## src/rtl/fg_pkg.sv

```systemverilog
// Shared definitions for the function-generator DDS path: waveform modes,
// configuration register selectors and reset constants.
package fg_pkg;

  typedef enum logic [1:0] {
    MODE_SAW    = 2'd0,
    MODE_TRI    = 2'd1,
    MODE_SQUARE = 2'd2,
    MODE_DC     = 2'd3
  } mode_e;

  typedef enum logic [1:0] {
    SEL_INC  = 2'd0,
    SEL_PSC  = 2'd1,
    SEL_MODE = 2'd2,
    SEL_CTRL = 2'd3
  } cfg_sel_e;

  localparam logic [7:0] DUTY_RST = 8'h80;
  localparam mode_e      MODE_RST = MODE_SAW;

  // A single channel still needs a one-bit select port.
  function automatic int chWidth(input int n);
    return (n > 1) ? $clog2(n) : 1;
  endfunction

endpackage

```

## src/rtl/dds_channel.sv

```systemverilog
// One DDS channel: shadow/active configuration, sample-tick prescaler,
// phase accumulator and waveform shaper with registered DAC code output.
module dds_channel
  import fg_pkg::*;
#(
  parameter int PHASE_W = 24,
  parameter int PSC_W   = 24,
  parameter int DAC_W   = 12
) (
  input  logic             clk,
  input  logic             rst,
  input  logic             i_we,
  input  logic [1:0]       i_sel,
  input  logic [31:0]      i_data,
  input  logic             i_upd,
  output logic [DAC_W-1:0] o_code,
  output logic             o_valid,
  output logic             o_wrap
);

  logic [PHASE_W-1:0] r_shInc;
  logic [PSC_W-1:0]   r_shPsc;
  mode_e              r_shMode;
  logic [7:0]         r_shDuty;
  logic [DAC_W-1:0]   r_shLevel;
  logic               r_shEn;
  logic               r_shPrst;

  logic [PHASE_W-1:0] r_actInc;
  logic [PSC_W-1:0]   r_actPsc;
  mode_e              r_actMode;
  logic [7:0]         r_actDuty;
  logic [DAC_W-1:0]   r_actLevel;
  logic               r_actEn;

  logic [PHASE_W-1:0] r_phase;
  logic [PSC_W-1:0]   r_count;
  logic [DAC_W-1:0]   r_code;
  logic               r_valid;
  logic               r_wrap;

  logic [PHASE_W-1:0] w_nxInc;
  logic [PSC_W-1:0]   w_nxPsc;
  mode_e              w_nxMode;
  logic [7:0]         w_nxDuty;
  logic [DAC_W-1:0]   w_nxLevel;
  logic               w_nxEn;
  logic               w_nxPrst;

  logic               w_commitRst;
  logic               w_tick;
  logic [PHASE_W:0]   w_sum;
  logic [DAC_W-1:0]   w_p;
  logic [DAC_W-1:0]   w_pFold;
  logic [DAC_W-1:0]   w_shape;
  logic               w_unusedData;

  // Shadow contents as they will be after this edge, so a write landing in
  // the same cycle as a commit is carried straight into the active set.
  always_comb begin
    w_nxInc   = r_shInc;
    w_nxPsc   = r_shPsc;
    w_nxMode  = r_shMode;
    w_nxDuty  = r_shDuty;
    w_nxLevel = r_shLevel;
    w_nxEn    = r_shEn;
    w_nxPrst  = r_shPrst;
    if (i_we) begin
      case (cfg_sel_e'(i_sel))
        SEL_INC:  w_nxInc = i_data[PHASE_W-1:0];
        SEL_PSC:  w_nxPsc = i_data[PSC_W-1:0];
        SEL_MODE: begin
          w_nxMode  = mode_e'(i_data[1:0]);
          w_nxDuty  = i_data[15:8];
          w_nxLevel = i_data[16 +: DAC_W];
        end
        SEL_CTRL: begin
          w_nxEn   = i_data[0];
          w_nxPrst = i_data[1];
        end
        default: ;
      endcase
    end
  end

  assign w_unusedData = ^i_data;

  always_ff @(posedge clk or posedge rst) begin
    if (rst) begin
      r_shInc   <= '0;
      r_shPsc   <= '0;
      r_shMode  <= MODE_RST;
      r_shDuty  <= DUTY_RST;
      r_shLevel <= '0;
      r_shEn    <= 1'b0;
      r_shPrst  <= 1'b0;
    end else begin
      r_shInc   <= w_nxInc;
      r_shPsc   <= w_nxPsc;
      r_shMode  <= w_nxMode;
      r_shDuty  <= w_nxDuty;
      r_shLevel <= w_nxLevel;
      r_shEn    <= w_nxEn;
      r_shPrst  <= i_upd ? 1'b0 : w_nxPrst;
    end
  end

  always_ff @(posedge clk or posedge rst) begin
    if (rst) begin
      r_actInc   <= '0;
      r_actPsc   <= '0;
      r_actMode  <= MODE_RST;
      r_actDuty  <= DUTY_RST;
      r_actLevel <= '0;
      r_actEn    <= 1'b0;
    end else if (i_upd) begin
      r_actInc   <= w_nxInc;
      r_actPsc   <= w_nxPsc;
      r_actMode  <= w_nxMode;
      r_actDuty  <= w_nxDuty;
      r_actLevel <= w_nxLevel;
      r_actEn    <= w_nxEn;
    end
  end

  assign w_commitRst = i_upd & w_nxPrst;
  assign w_tick      = r_actEn & (r_count == r_actPsc);
  assign w_sum       = {1'b0, r_phase} + {1'b0, r_actInc};

  // The shaper looks at the post-tick phase so the code leaves with its tick.
  assign w_p     = w_sum[PHASE_W-1 -: DAC_W];
  assign w_pFold = {w_p[DAC_W-2:0], 1'b0};

  always_comb begin
    w_shape = w_p;
    case (r_actMode)
      MODE_SAW:    w_shape = w_p;
      MODE_TRI:    w_shape = w_sum[PHASE_W-1] ? ~w_pFold : w_pFold;
      MODE_SQUARE: w_shape = (w_sum[PHASE_W-1 -: 8] < r_actDuty) ? '1 : '0;
      MODE_DC:     w_shape = r_actLevel;
      default:     w_shape = w_p;
    endcase
  end

  // A phase-reset commit wins over any tick from the outgoing configuration.
  always_ff @(posedge clk or posedge rst) begin
    if (rst) begin
      r_phase <= '0;
      r_count <= '0;
      r_code  <= '0;
      r_valid <= 1'b0;
      r_wrap  <= 1'b0;
    end else begin
      r_valid <= 1'b0;
      r_wrap  <= 1'b0;
      if (w_commitRst) begin
        r_phase <= '0;
        r_count <= '0;
      end else if (r_actEn) begin
        if (w_tick) begin
          r_count <= '0;
          r_phase <= w_sum[PHASE_W-1:0];
          r_code  <= w_shape;
          r_valid <= 1'b1;
          r_wrap  <= w_sum[PHASE_W];
        end else begin
          r_count <= r_count + PSC_W'(1);
        end
      end
    end
  end

  assign o_code  = r_code;
  assign o_valid = r_valid;
  assign o_wrap  = r_wrap;

endmodule

```

## src/rtl/dds_channel_bank.sv

```systemverilog
// N-channel DDS bank: routes configuration writes to the addressed channel
// and broadcasts the commit strobe to every channel.
module dds_channel_bank
  import fg_pkg::*;
#(
  parameter int N_CH    = 2,
  parameter int PHASE_W = 24,
  parameter int PSC_W   = 24,
  parameter int DAC_W   = 12,
  parameter int CH_W    = chWidth(N_CH)
) (
  input  logic                  sys_clk_i,
  input  logic                  sys_rst_i,
  input  logic                  cfg_we_i,
  input  logic [CH_W-1:0]       cfg_ch_i,
  input  logic [1:0]            cfg_sel_i,
  input  logic [31:0]           cfg_data_i,
  input  logic                  upd_i,
  output logic [N_CH*DAC_W-1:0] dds_o,
  output logic [N_CH-1:0]       dds_valid_o,
  output logic [N_CH-1:0]       wrap_o
);

  // Select values beyond the last channel match no instance and are dropped.
  for (genvar k = 0; k < N_CH; k++) begin : g_ch
    logic w_we;
    assign w_we = cfg_we_i && (cfg_ch_i == CH_W'(k));

    dds_channel #(
      .PHASE_W (PHASE_W),
      .PSC_W   (PSC_W),
      .DAC_W   (DAC_W)
    ) u_ch (
      .clk     (sys_clk_i),
      .rst     (sys_rst_i),
      .i_we    (w_we),
      .i_sel   (cfg_sel_i),
      .i_data  (cfg_data_i),
      .i_upd   (upd_i),
      .o_code  (dds_o[k*DAC_W +: DAC_W]),
      .o_valid (dds_valid_o[k]),
      .o_wrap  (wrap_o[k])
    );
  end

endmodule

```

## config.mk

```make
export PLATFORM = sky130hd
export DESIGN_NAME = dds_channel_bank
export DESIGN_NICKNAME = d
export VERILOG_FILES = /design/src/rtl/fg_pkg.sv /design/src/rtl/dds_channel.sv /design/src/rtl/dds_channel_bank.sv
export SDC_FILE = /design/constraint.sdc
export NUM_CORES = 1
export LEC_CHECK = 0
export ABC_AREA = 0
export BUFFER_PORTS_ARGS = -buffer_cell sky130_fd_sc_hd__buf_2
export CAP_MARGIN = 10
export CORE_ASPECT_RATIO = 1.2
export CORE_MARGIN = 2
export CORE_UTILIZATION = 40
export CTS_CLUSTER_SIZE = 12
export DETAILED_ROUTE_END_ITERATION = 10
export GPL_TIMING_DRIVEN = 0
export PLACE_DENSITY = 0.61
export SLEW_MARGIN = 20
export SYNTH_ARGS = -nofsm -noshare
export SYNTH_HDL_FRONTEND = slang
export SYNTH_SLANG_ARGS = --single-unit
export TNS_END_PERCENT = 30
```

## constraint.sdc

```tcl
create_clock -name sys_clk_i -period 10.86 [get_ports sys_clk_i]
set_input_delay 0.543 -clock sys_clk_i [delete_from_list [all_inputs] [get_ports sys_clk_i]]
set_output_delay 0.543 -clock sys_clk_i [all_outputs]
set_load 0.01 [all_outputs]
```

==> results by group, run 1 <==
CTS
  • Number of H-tree levels: 2
  • CTS Buf Count: 43
  • TritonCTS clock tree: yes
  • Worst-path clk slew: 0.06 ns
  • Postcts setup bufs: 0
  • Hold_buf cts: 1
  • Clock Sinks: 410
  • CTS root buf: clkbuf_16
  • Clock buffer depth: 3
  • Clock insertion delay at the later pin of the skew report: 0.55 ns
  • CTS resizes: 0

Logic synthesis
  • Post-synthesis sequential area ratio: 51.02%
  • Post-synth EDFFs: 0
  • Synth unique cells: 87
  • Warnings from Yosys: 0
  • Syn Nets: 1841
  • Post-synth top flop: dfrtp_1
  • Mapped Cells: 1736
  • Syn avg cell area: 11.59 µm²
  • Async SR Flop Fraction: 100.0%
  • Yosys reg bits: 410
  • Mapped cell area: 0.02012 mm²

Global routing
  • Met2 Use GR: 34.06%
  • Met3 Resource Use GR: 2.139%
  • GRT Resource Usage Total: 19.69%
  • M1 GR Usage: 24.89%
  • First-pass GRT wire length: 80.96 mm
  • GRT overflow: 0
  • Global routing's busiest layer: met2
  • Number of global-route vias before repair: 14110
  • Largest net degree at the start of global routing: 36
  • Initial antenna violation count: 1

STA
  • Setup violations, final: 0
  • Worst-Margin Slew: 0.9947 ns
  • Slew Viols, Final: 0
  • Clk_skew: 0.009095 ns
  • Tcrit/Tclk final: 45.00%
  • Slew headroom: 33.17%
  • Fin crit period: 4.887 ns
  • Final Hold Vio Count: 0
  • RSZ-0062 raised after global routing: false
  • Fmax: 0.2046 GHz
  • TNS Setup: 0 ns

Finish
  • Commonest non-fill, non-tap cells in the layout: dfrtp_1 (406), mux2_2 (270), nor2_1 (160), nand2_1 (90), xor2_1 (70)
  • Post-layout util: 45.82%
  • Antenna diode count: 0
  • Final #Nets: 1961
  • Commonest non-fill, non-tap cell in the layout: dfrtp_1
  • Area Overhead vs Synth: 13.85%
  • Final instance area: 0.02291 mm²
  • Share of post-route cells with drive strength above 1: 23.49%

Die
  • Initial Util: 40.24%
  • Io pins: 67
  • Row cnt: 90
  • Core box area: 0.05000 mm²
  • Die Y: 249.7 µm
  • Die width: 208.7 µm
  • Die area: 0.05212 mm²

Pwr
  • Int Power: 0.003488 W
  • Sw Ratio: 34.49%
  • Register share of total power: 38.3%
  • Switch Pwr: 0.001836 W
  • Clock power frac: 26.7%
  • Final Total Pwr: 0.005324 W
  • Power density over the cells: 232.4 mW/mm²
  • Pleak: 10.22 nW
  • Combinational share of power: 35.0%
  • Max VDD drop: 0.0001247 V

Placed design
  • GP Congestion: 0.8979
  • Buffers on Ports: 59
  • Cell Area, Placed: 0.02156 mm²
  • Post-DP HPWL: 37.05 mm

Setup path
  • Crit path capture type: flip-flop
  • Critical Path AT: 5.30 ns
  • CP required: 11.27 ns
  • Worst setup path class: flip-flop to flip-flop
  • Reg2Reg Setup Slack: 5.97 ns
  • Worst Path Max Fanout: 7
  • Crit start category: flip-flop

Routing
  • Vias per std cell: 5.412
  • Detailed-route DRC error count: 0
  • DRT antenna net count: 0
  • Drt pass-1 iters: 5
  • Final wirelength: 50.28 mm
  • 1st-iter DRT viols: 777
  • DR WL/cell: 19.88 µm
  • Via Count: 13690

Run status
  • Status: completed

Min path
  • Type of the tightest min-delay check: input pin to flip-flop

Job
  • Max Cap Viol: 0
## metal layers
layer / wire, µm / up-vias
li1: - / 6430
met1: 21680 / 6892
met2: 24790 / 275
met3: 1590 / 96
met4: 2224 / 0
met5: 0 / -
## sequential cells by signal (all words and copies together) (netlist names)
register	count
g_ch.u_ch.r_actMode	4
g_ch.u_ch.r_actInc	48
g_ch.u_ch.r_shEn	2
g_ch.u_ch.r_shPsc	48
g_ch.u_ch.o_valid	2
g_ch.u_ch.r_actPsc	48
g_ch.u_ch.r_shLevel	24
g_ch.u_ch.r_shMode	4
g_ch.u_ch.r_actDuty	16
g_ch.u_ch.r_actEn	2
g_ch.u_ch.r_shDuty	16
g_ch.u_ch.o_wrap	2
g_ch.u_ch.r_shInc	48
g_ch.u_ch.r_actLevel	24
g_ch.u_ch.r_count	48
g_ch.u_ch.o_code	24
g_ch.u_ch.r_phase	48
g_ch.u_ch.r_shPrst	2
## through the flow
| stage | setup slack (ns) | hold slack (ns) | cells |
|---|---|---|---|
| final | 5.973 | 0.2680 | 2530 |
| after global routing | 5.585 | 0.2544 | 2530 |
| after CTS | 6.032 | 0.2379 | 2530 |
| after detailed placement | 6.057 | 0.4673 | 2454 |
| after global placement | 2.473 | 0.4640 | 2439 |
| after floorplan | 4.795 | 0.4631 | 1736 |
## worst paths after layout
| path | start | to | depth (start not counted) |
|---|---|---|---|
| setup / recovery | g_ch[1].u_ch.r_phase[0] | g_ch[1].u_ch.o_code[0] | 17 |
| hold / removal | cfg_data_i[24] | g_ch[1].u_ch.r_shLevel[8] | 2 |
| setup reg to reg | g_ch[1].u_ch.r_phase[0] | g_ch[1].u_ch.o_code[0] | 17 |
| hold reg to reg | g_ch[1].u_ch.o_code[0] | g_ch[1].u_ch.o_code[0] | 2 |
| max in group asynchronous | sys_rst_i | g_ch[0].u_ch.r_phase[18] | 8 |
| min in group asynchronous | sys_rst_i | g_ch[1].u_ch.r_actPsc[7] | 3 |
## power groups by stage
stage / clock network, W / logic [W] / registers, W
after global routing: 0.00152 / 0.00206 / 0.00208
after CTS: 0.00146 / 0.00185 / 0.00204
after detailed placement: 0 / 0.00184 / 0.00206
after floorplan: 0 / 0.00143 / 0.00199
after global placement: 0 / 0.00177 / 0.00206
final: 0.00142 / 0.00186 / 0.00204
## critical path, cell delays in order (launching register included)
cell,delay [ns]
dfrtp_1,0.38
ha_1,0.25
fa_1,0.47
a21o_1,0.19
nand4_1,0.11
nand3_1,0.14
a21oi_1,0.53
o21ai_0,0.20
o41ai_1,0.58
xnor2_1,0.20
ha_1,0.32
nand4_1,0.12
nor2_1,0.29
nand2_1,0.08
o21ai_0,0.38
a21boi_0,0.22
o211a_1,0.19
o21ai_0,0.07
## Yosys cell counts (all sizes together), types with 23 or more instances
cell,instances,area [µm²]
dfrtp,406,10160
clkbuf,52,195.2
nand2,90,337.8
mux2i,39,390.4
a21oi,69,349.1
inv,40,155.1
nand3,37,185.2
nor2,162,623.1
mux2,270,3040
xor2,70,613.1
xnor2,67,586.8
ha,64,800.8
nor3,25,136.4
a21o,23,173.9
o21ai,67,335.3
## kinds of logic (layout without fill, tap and decap cells)
group / Yosys count / after routing / share of synthesized area (%)
compound gates: 276 / 276 / 9.235
buf+inv: 114 / 264 / 2.326
mux: 309 / 309 / 17.05
fa+ha+maj: 66 / 66 / 4.179
xor+xnor: 138 / 138 / 6.075
flops: 410 / 410 / 51.02
simple gates: 423 / 423 / 10.12
## layout make-up
cell class | instances | area [µm²]
Buffer | 74 | 312.8
Clock buffer | 68 | 1272
Clock inverter | 7 | 62.56
Fill cell | 4603 | 27090
Inverter | 40 | 158.9
Multi-Input combinational cell | 1212 | 9388
Sequential cell | 410 | 10260
Tap cell | 644 | 805.8
Timing Repair Buffer | 75 | 643.1
Power figures use the tool's default switching activity.
==> run 2: changes to the inputs <==
Settings changed: PLACE_DENSITY 0.61 to 0.59.
Clock period 10.86 ns to 5 ns, I/O delays scaled along.
==> results by group, run 2 (same netlist as run 1, synthesis figures left out) <==
Global routing
  • GRT Resource Usage Total: 19.66% (-0.027 points)
  • GRT overflow: 0 (unchanged)
  • Met2 Use GR: 35.53% (+1.5 points)
  • M1 GR Usage: 24.87% (about the same)
  • Largest net degree at the start of global routing: 36 (unchanged)
  • Number of global-route vias before repair: 14280 (+1.2%)
  • Met3 Resource Use GR: 2.164% (+0.025 points)
  • First-pass GRT wire length: 80.92 mm (about the same)
  • Initial antenna violation count: 2 (+1)
  • Global routing's busiest layer: met2

Finish
  • Commonest non-fill, non-tap cell in the layout: dfrtp_1
  • Commonest non-fill, non-tap cells in the layout: dfrtp_1 (406), mux2_2 (270), nor2_1 (160), nand2_1 (90)
  • Final #Nets: 1964 (+0.15%)
  • Final instance area: 0.02292 mm² (about the same)
  • Footprint of the multi-input gates: 0.009399 mm² (+0.12%)
  • Post-layout util: 45.85% (about the same)
  • Fill cell total of the finished layout: 4652 (+1.1%)
  • Share of post-route cells with drive strength above 1: 23.41% (-0.078 points)
  • Post-Layout Cell Count: 2533 (+0.12%)
  • Reg area: 0.01026 mm² (unchanged)
  • Area Overhead vs Synth: 13.94% (about the same)

Setup path
  • Worst setup path class: flip-flop to flip-flop
  • Crit start category: flip-flop
  • Worst Path Max Fanout: 5 (-2)
  • Critical Path AT: 5.21 ns (-0.09 ns)
  • CP required: 5.47 ns (-5.80 ns)
  • Crit path capture type: flip-flop

Run status
  • Status: completed

STA
  • Tcrit/Tclk final: 94.74% (+50 points)
  • Clk_skew: 0.01727 ns (+0.008171 ns)
  • Fin crit period: 4.737 ns (-0.1497 ns)
  • Slew headroom: 37.04% (+3.9 points)
  • RSZ-0062 raised after global routing: false
  • Final WS setup: 0.2631 ns (-5.710 ns)
  • Slew Viols, Final: 0 (unchanged)
  • Setup violations, final: 0 (unchanged)
  • Worst-Margin Slew: 0.9424 ns (-0.05235 ns)
  • Fmax: 0.2111 GHz (+3.2%)
  • Final Hold Vio Count: 0 (unchanged)

Pwr
  • Pleak: 10.21 nW (about the same)
  • Power density over the cells: 507.8 mW/mm² (+120%)
  • Max VDD drop: 0.0002648 V (+110%)

Placed design
  • GP Congestion: 0.8991 (+0.13%)
  • Buffers on Ports: 59 (unchanged)
  • Cell Area, Placed: 0.02152 mm² (-0.20%)
  • DP Worst Slack: 0.1210 ns (-5.936 ns)
  • Placed cell count: 2453 (-0.041%)
  • Post-DP HPWL: 37.47 mm (+1.1%)

Routing
  • Via Count: 13730 (+0.26%)
  • 1st-iter DRT viols: 833 (+7.2%)
  • DRT antenna net count: 0 (unchanged)
  • Detailed-route DRC error count: 0 (unchanged)
  • Drt pass-1 iters: 5 (unchanged)
  • DR WL/cell: 19.96 µm (+0.45%)
  • Vias per std cell: 5.420 (+0.14%)
  • Final wirelength: 50.57 mm (+0.56%)

Die
  • Row cnt: 90 (unchanged)
  • Initial Util: 40.24% (unchanged)
  • Die width: 208.7 µm (unchanged)
  • Die Y: 249.7 µm (unchanged)
  • Io pins: 67 (unchanged)
  • Die area: 0.05212 mm² (unchanged)
  • Core box area: 0.05000 mm² (unchanged)

Job
  • Max Cap Viol: 0 (unchanged)

CTS
  • CTS Buf Count: 43 (unchanged)
  • Number of H-tree levels: 2 (unchanged)
  • Clock Sinks: 410 (unchanged)
  • Clock insertion delay at the later pin of the skew report: 0.56 ns (about the same)
  • TritonCTS clock tree: yes
  • Clock buffer depth: 3 (unchanged)
  • CTS root buf: clkbuf_16
  • Worst-path clk slew: 0.07 ns (about the same)

Min path
  • Type of the tightest min-delay check: input pin to flip-flop
-- run 2: final timing paths --
kind,endpoint,startpoint,cells past startpoint,slack (ns)
worst max-delay path,g_ch[0].u_ch.o_code[9],g_ch[0].u_ch.r_phase[6],14,0.26
worst min-delay path,g_ch[1].u_ch.r_shPsc[2],cfg_data_i[2],2,0.1
worst max register to register,g_ch[0].u_ch.o_code[9],g_ch[0].u_ch.r_phase[6],14,0.26
worst min register to register,g_ch[1].u_ch.o_code[3],g_ch[1].u_ch.o_code[3],1,0.47
max in group asynchronous,g_ch[0].u_ch.r_actDuty[7],sys_rst_i,9,3.18
min in group asynchronous,g_ch[1].u_ch.r_count[7],sys_rst_i,3,0.16
-- run 2: layout make-up --
class	instances	share of cell area (%)
diodes	1	0.01092
plain buffers	74	1.364
clock buffers	63	5.109
clock inverters	11	0.7368
inverters	40	0.6932
multi-input cells	1212	41.00
flip-flops and latches	410	44.78
well taps	644	3.515
repair buffers	78	2.794
-- run 2: power by group --
part           internal (W)  leakage [nW]  total [W]  switching, W
clock               0.00183         0.648    0.00315       0.00132
combinational       0.00178          4.51    0.00407       0.00229
sequential          0.00401          5.06    0.00442      0.000411
-- run 2: metal layers --
| layer | share of wire, % | up-vias | wire length, µm |
|---|---|---|---|
| met3 | 2.8 | 77 | 1402 |
| met1 | 44 | 6983 | 22080 |
| met5 | 0.028 | - | 14 |
| met2 | 51 | 229 | 25860 |
| met4 | 2.4 | 2 | 1206 |
| li1 | - | 6437 | - |
-- run 2: worst max-delay path: stages (launching register included) --
cell and delay, ns:
dfrtp_1 0.38, ha_1 0.38, a2111o_1 0.40, o22a_1 0.29, a32oi_2 0.37, o21bai_1 0.16, xnor2_1 0.49, ha_1 0.36
a21o_1 0.18, a21o_1 0.17, a2111oi_0 0.56, o31a_1 0.39, nand2b_1 0.21, o221ai_1 0.14, o2bb2ai_1 0.20
-- run 2: through the flow --
| step | total power, W | TNS [ns] | hold slack [ns] |
|---|---|---|---|
| after CTS | 0.01171 | 0 | 0.07892 |
| after global routing | 0.01238 | 0 | 0.09868 |
| after global placement | 0.008357 | -1263.32 | 0.4642 |
| after floorplan | 0.007441 | -313.58 | 0.4129 |
| after detailed placement | 0.008507 | 0 | 0.1807 |
| final | 0.01164 | 0 | 0.09738 |
-- run 2: timing repair --
| action | 4_1_cts | 5_1_grt |
|---|---|---|
| hold buffers | 5 | 0 |
| resized for setup | 0 | 3 |
| endpoints found under the setup margin | 0 | 12 |
| buffers inserted | 0 | 0 |
| hold endpoints to repair | 70 | 0 |
==> run 3: changes to the inputs <==
Settings changed: PLACE_DENSITY 0.59 to 0.61.
Clock period 5 ns to 3.9 ns, I/O delays scaled along.
==> results by group, run 3 (same netlist as run 1, synthesis figures left out) <==
CTS
  • Clock Sinks: 410 (unchanged)
  • Clock insertion delay at the later pin of the skew report: 0.55 ns (about the same)
  • CTS Buf Count: 43 (unchanged)
  • Number of H-tree levels: 2 (unchanged)
  • Clock buffer depth: 3 (unchanged)
  • CTS root buf: clkbuf_16
  • Worst-path clk slew: 0.06 ns (about the same)
  • TritonCTS clock tree: yes

Finish
  • Area Overhead vs Synth: 17.80%
  • Antenna diode count: 0 (-1)
  • Share of post-route cells with drive strength above 1: 28.27% (+4.9 points)
  • Commonest non-fill, non-tap cells in the layout: dfrtp_1 (406), mux2_2 (269), nor2_1 (156), nand2_1 (90), clkbuf_1 (67)
  • Final instance area: 0.02370 mm² (+3.4%)
  • Final #Nets: 1996 (+1.6%)
  • Commonest non-fill, non-tap cell in the layout: dfrtp_1
  • Post-layout util: 47.41% (+1.6 points)

Setup path
  • CP Cell Sequence: ha_4 -> a211oi_2 -> o21bai_1 -> o31a_1 -> a32oi_4 -> o21bai_2 -> xnor2_2 -> ha_1 -> a21o_1 -> a21o_1 -> a2111oi_4 -> o31a_1 -> buf_4 -> nor2_4 -> buf_6 -> a2bb2oi_1
  • CP max stage cell: dfrtp_1
  • CP max stage delay: 0.41 ns (-0.15 ns)
  • Crit start category: flip-flop
  • Critical Path AT: 4.28 ns (-0.93 ns)
  • Crit path capture type: flip-flop
  • CP required: 4.38 ns (-1.09 ns)
  • Worst setup path class: flip-flop to flip-flop
  • Worst Path Max Fanout: 5 (unchanged)

Job
  • Max Cap Viol: 0 (unchanged)

STA
  • Slew headroom: 34.22% (-2.8 points)
  • RSZ-0062 raised after global routing: true
  • Fmax: 0.2632 GHz (+25%)
  • Clk_skew: 0.01048 ns (-0.006785 ns)
  • Fin crit period: 3.799 ns (-0.9376 ns)
  • Worst-Margin Slew: 0.9791 ns (+0.03672 ns)
  • WHS: 0.05928 ns (-0.03810 ns)
  • Setup violations, final: 0 (unchanged)
  • Tcrit/Tclk final: 97.42% (+2.7 points)
  • TNS Setup: 0 ns (unchanged)
  • Slew Viols, Final: 0 (unchanged)
  • Final Hold Vio Count: 0 (unchanged)

Die
  • Die Y: 249.7 µm (unchanged)
  • Die area: 0.05212 mm² (unchanged)
  • Die width: 208.7 µm (unchanged)
  • Row cnt: 90 (unchanged)
  • Core box area: 0.05000 mm² (unchanged)
  • Initial Util: 40.24% (unchanged)
  • Io pins: 67 (unchanged)

Run status
  • Status: completed

Global routing
  • Number of global-route vias before repair: 14330 (+0.34%)
  • Largest net degree at the start of global routing: 36 (unchanged)
  • First-pass GRT wire length: 82.40 mm (+1.8%)
  • Initial antenna violation count: 1 (-1)
  • GRT overflow: 0 (unchanged)
  • GRT Resource Usage Total: 19.94% (+0.28 points)

Routing
  • DRT antenna net count: 0 (unchanged)
  • Final wirelength: 51.18 mm (+1.2%)
  • 1st-iter DRT viols: 766 (-8.0%)
  • Via Count: 13890 (+1.2%)
  • DR WL/cell: 19.95 µm (about the same)
  • Detailed-route DRC error count: 0 (unchanged)
  • Vias per std cell: 5.415 (about the same)
  • Drt pass-1 iters: 5 (unchanged)

Pwr
  • Pleak: 10.45 nW (+2.3%)
  • Max VDD drop: 0.0003713 V (+40%)
  • Power density over the cells: 660.8 mW/mm² (+30%)

Min path
  • Type of the tightest min-delay check: input pin to flip-flop

Placed design
  • Post-DP HPWL: 37.05 mm (-1.1%)
  • GP Congestion: 0.8979 (-0.13%)
  • Cell Area, Placed: 0.02156 mm² (+0.20%)
  • Buffers on Ports: 59 (unchanged)
## run 3: path summary, 6_finish.rpt
| check | from | to | slack (ns) | depth (start not counted) |
|---|---|---|---|---|
| hold reg to reg | g_ch[1].u_ch.o_code[0] | g_ch[1].u_ch.o_code[0] | 0.47 | 2 |
| hold / removal | cfg_data_i[15] | g_ch[0].u_ch.r_shPsc[15] | 0.06 | 2 |
| min in group asynchronous | sys_rst_i | g_ch[1].u_ch.r_actPsc[7] | 0.15 | 3 |
| setup / recovery | g_ch[0].u_ch.r_phase[8] | g_ch[0].u_ch.o_code[0] | 0.10 | 16 |
| setup reg to reg | g_ch[0].u_ch.r_phase[8] | g_ch[0].u_ch.o_code[0] | 0.10 | 16 |
| max in group asynchronous | sys_rst_i | g_ch[0].u_ch.r_phase[12] | 2.36 | 8 |
## run 3: final cells by class
| type | count | area (µm²) |
|---|---|---|
| Multi-Input combinational cell | 1212 | 9891 |
| Sequential cell | 410 | 10260 |
| Tap cell | 644 | 805.8 |
| Clock inverter | 7 | 62.56 |
| Fill cell | 4539 | 26300 |
| Inverter | 40 | 158.9 |
| Clock buffer | 68 | 1272 |
| Timing Repair Buffer | 112 | 938.4 |
| Buffer | 72 | 309.0 |
## run 3: power by group
group	switching (W)	internal [W]	leakage, nW
logic	0.00322	0.00279	4.74
registers	0.000548	0.00515	5.06
clock network	0.00167	0.00229	0.652
total	0.00544	0.0102	10.4
## run 3: layer usage
metal,track usage [%],wire [µm],part of all wire [%],vias up
met5,0,0,0,-
met4,7.163,1819,3.6,0
met3,2.013,1461,2.9,96
met2,35.39,25940,51,254
met1,25.20,21960,43,7037
li1,-,-,-,6502
## run 3: timing repair
item,CTS,global route
gates resized for setup,43,55
endpoints found under the setup margin,24,24
hold buffers,5,0
hold endpoints to repair,36,0
buffers inserted,15,18
pin swaps,24,30
## run 3: critical path, delay by kind of cell, from the launching register on
kind                       cells  cell delay, ns
adders and majority gates      2            0.56
xor gates and xnor gates       1            0.16
DFF                            1            0.41
and+or+nand+nor                1            0.05
buffers and inverters          2            0.31
AOI/OAI and AO/OA             10            2.24
## run 3: per-stage QoR
stage                     setup slack, ns  total power [W]  std cells
after floorplan                    -1.817         0.009540       1736
final                              0.1007          0.01566       2565
after global placement             -4.139          0.01068       2439
after detailed placement          -0.9030          0.01088       2454
after CTS                        0.008025          0.01526       2548
after global routing              -0.1338          0.01662       2565
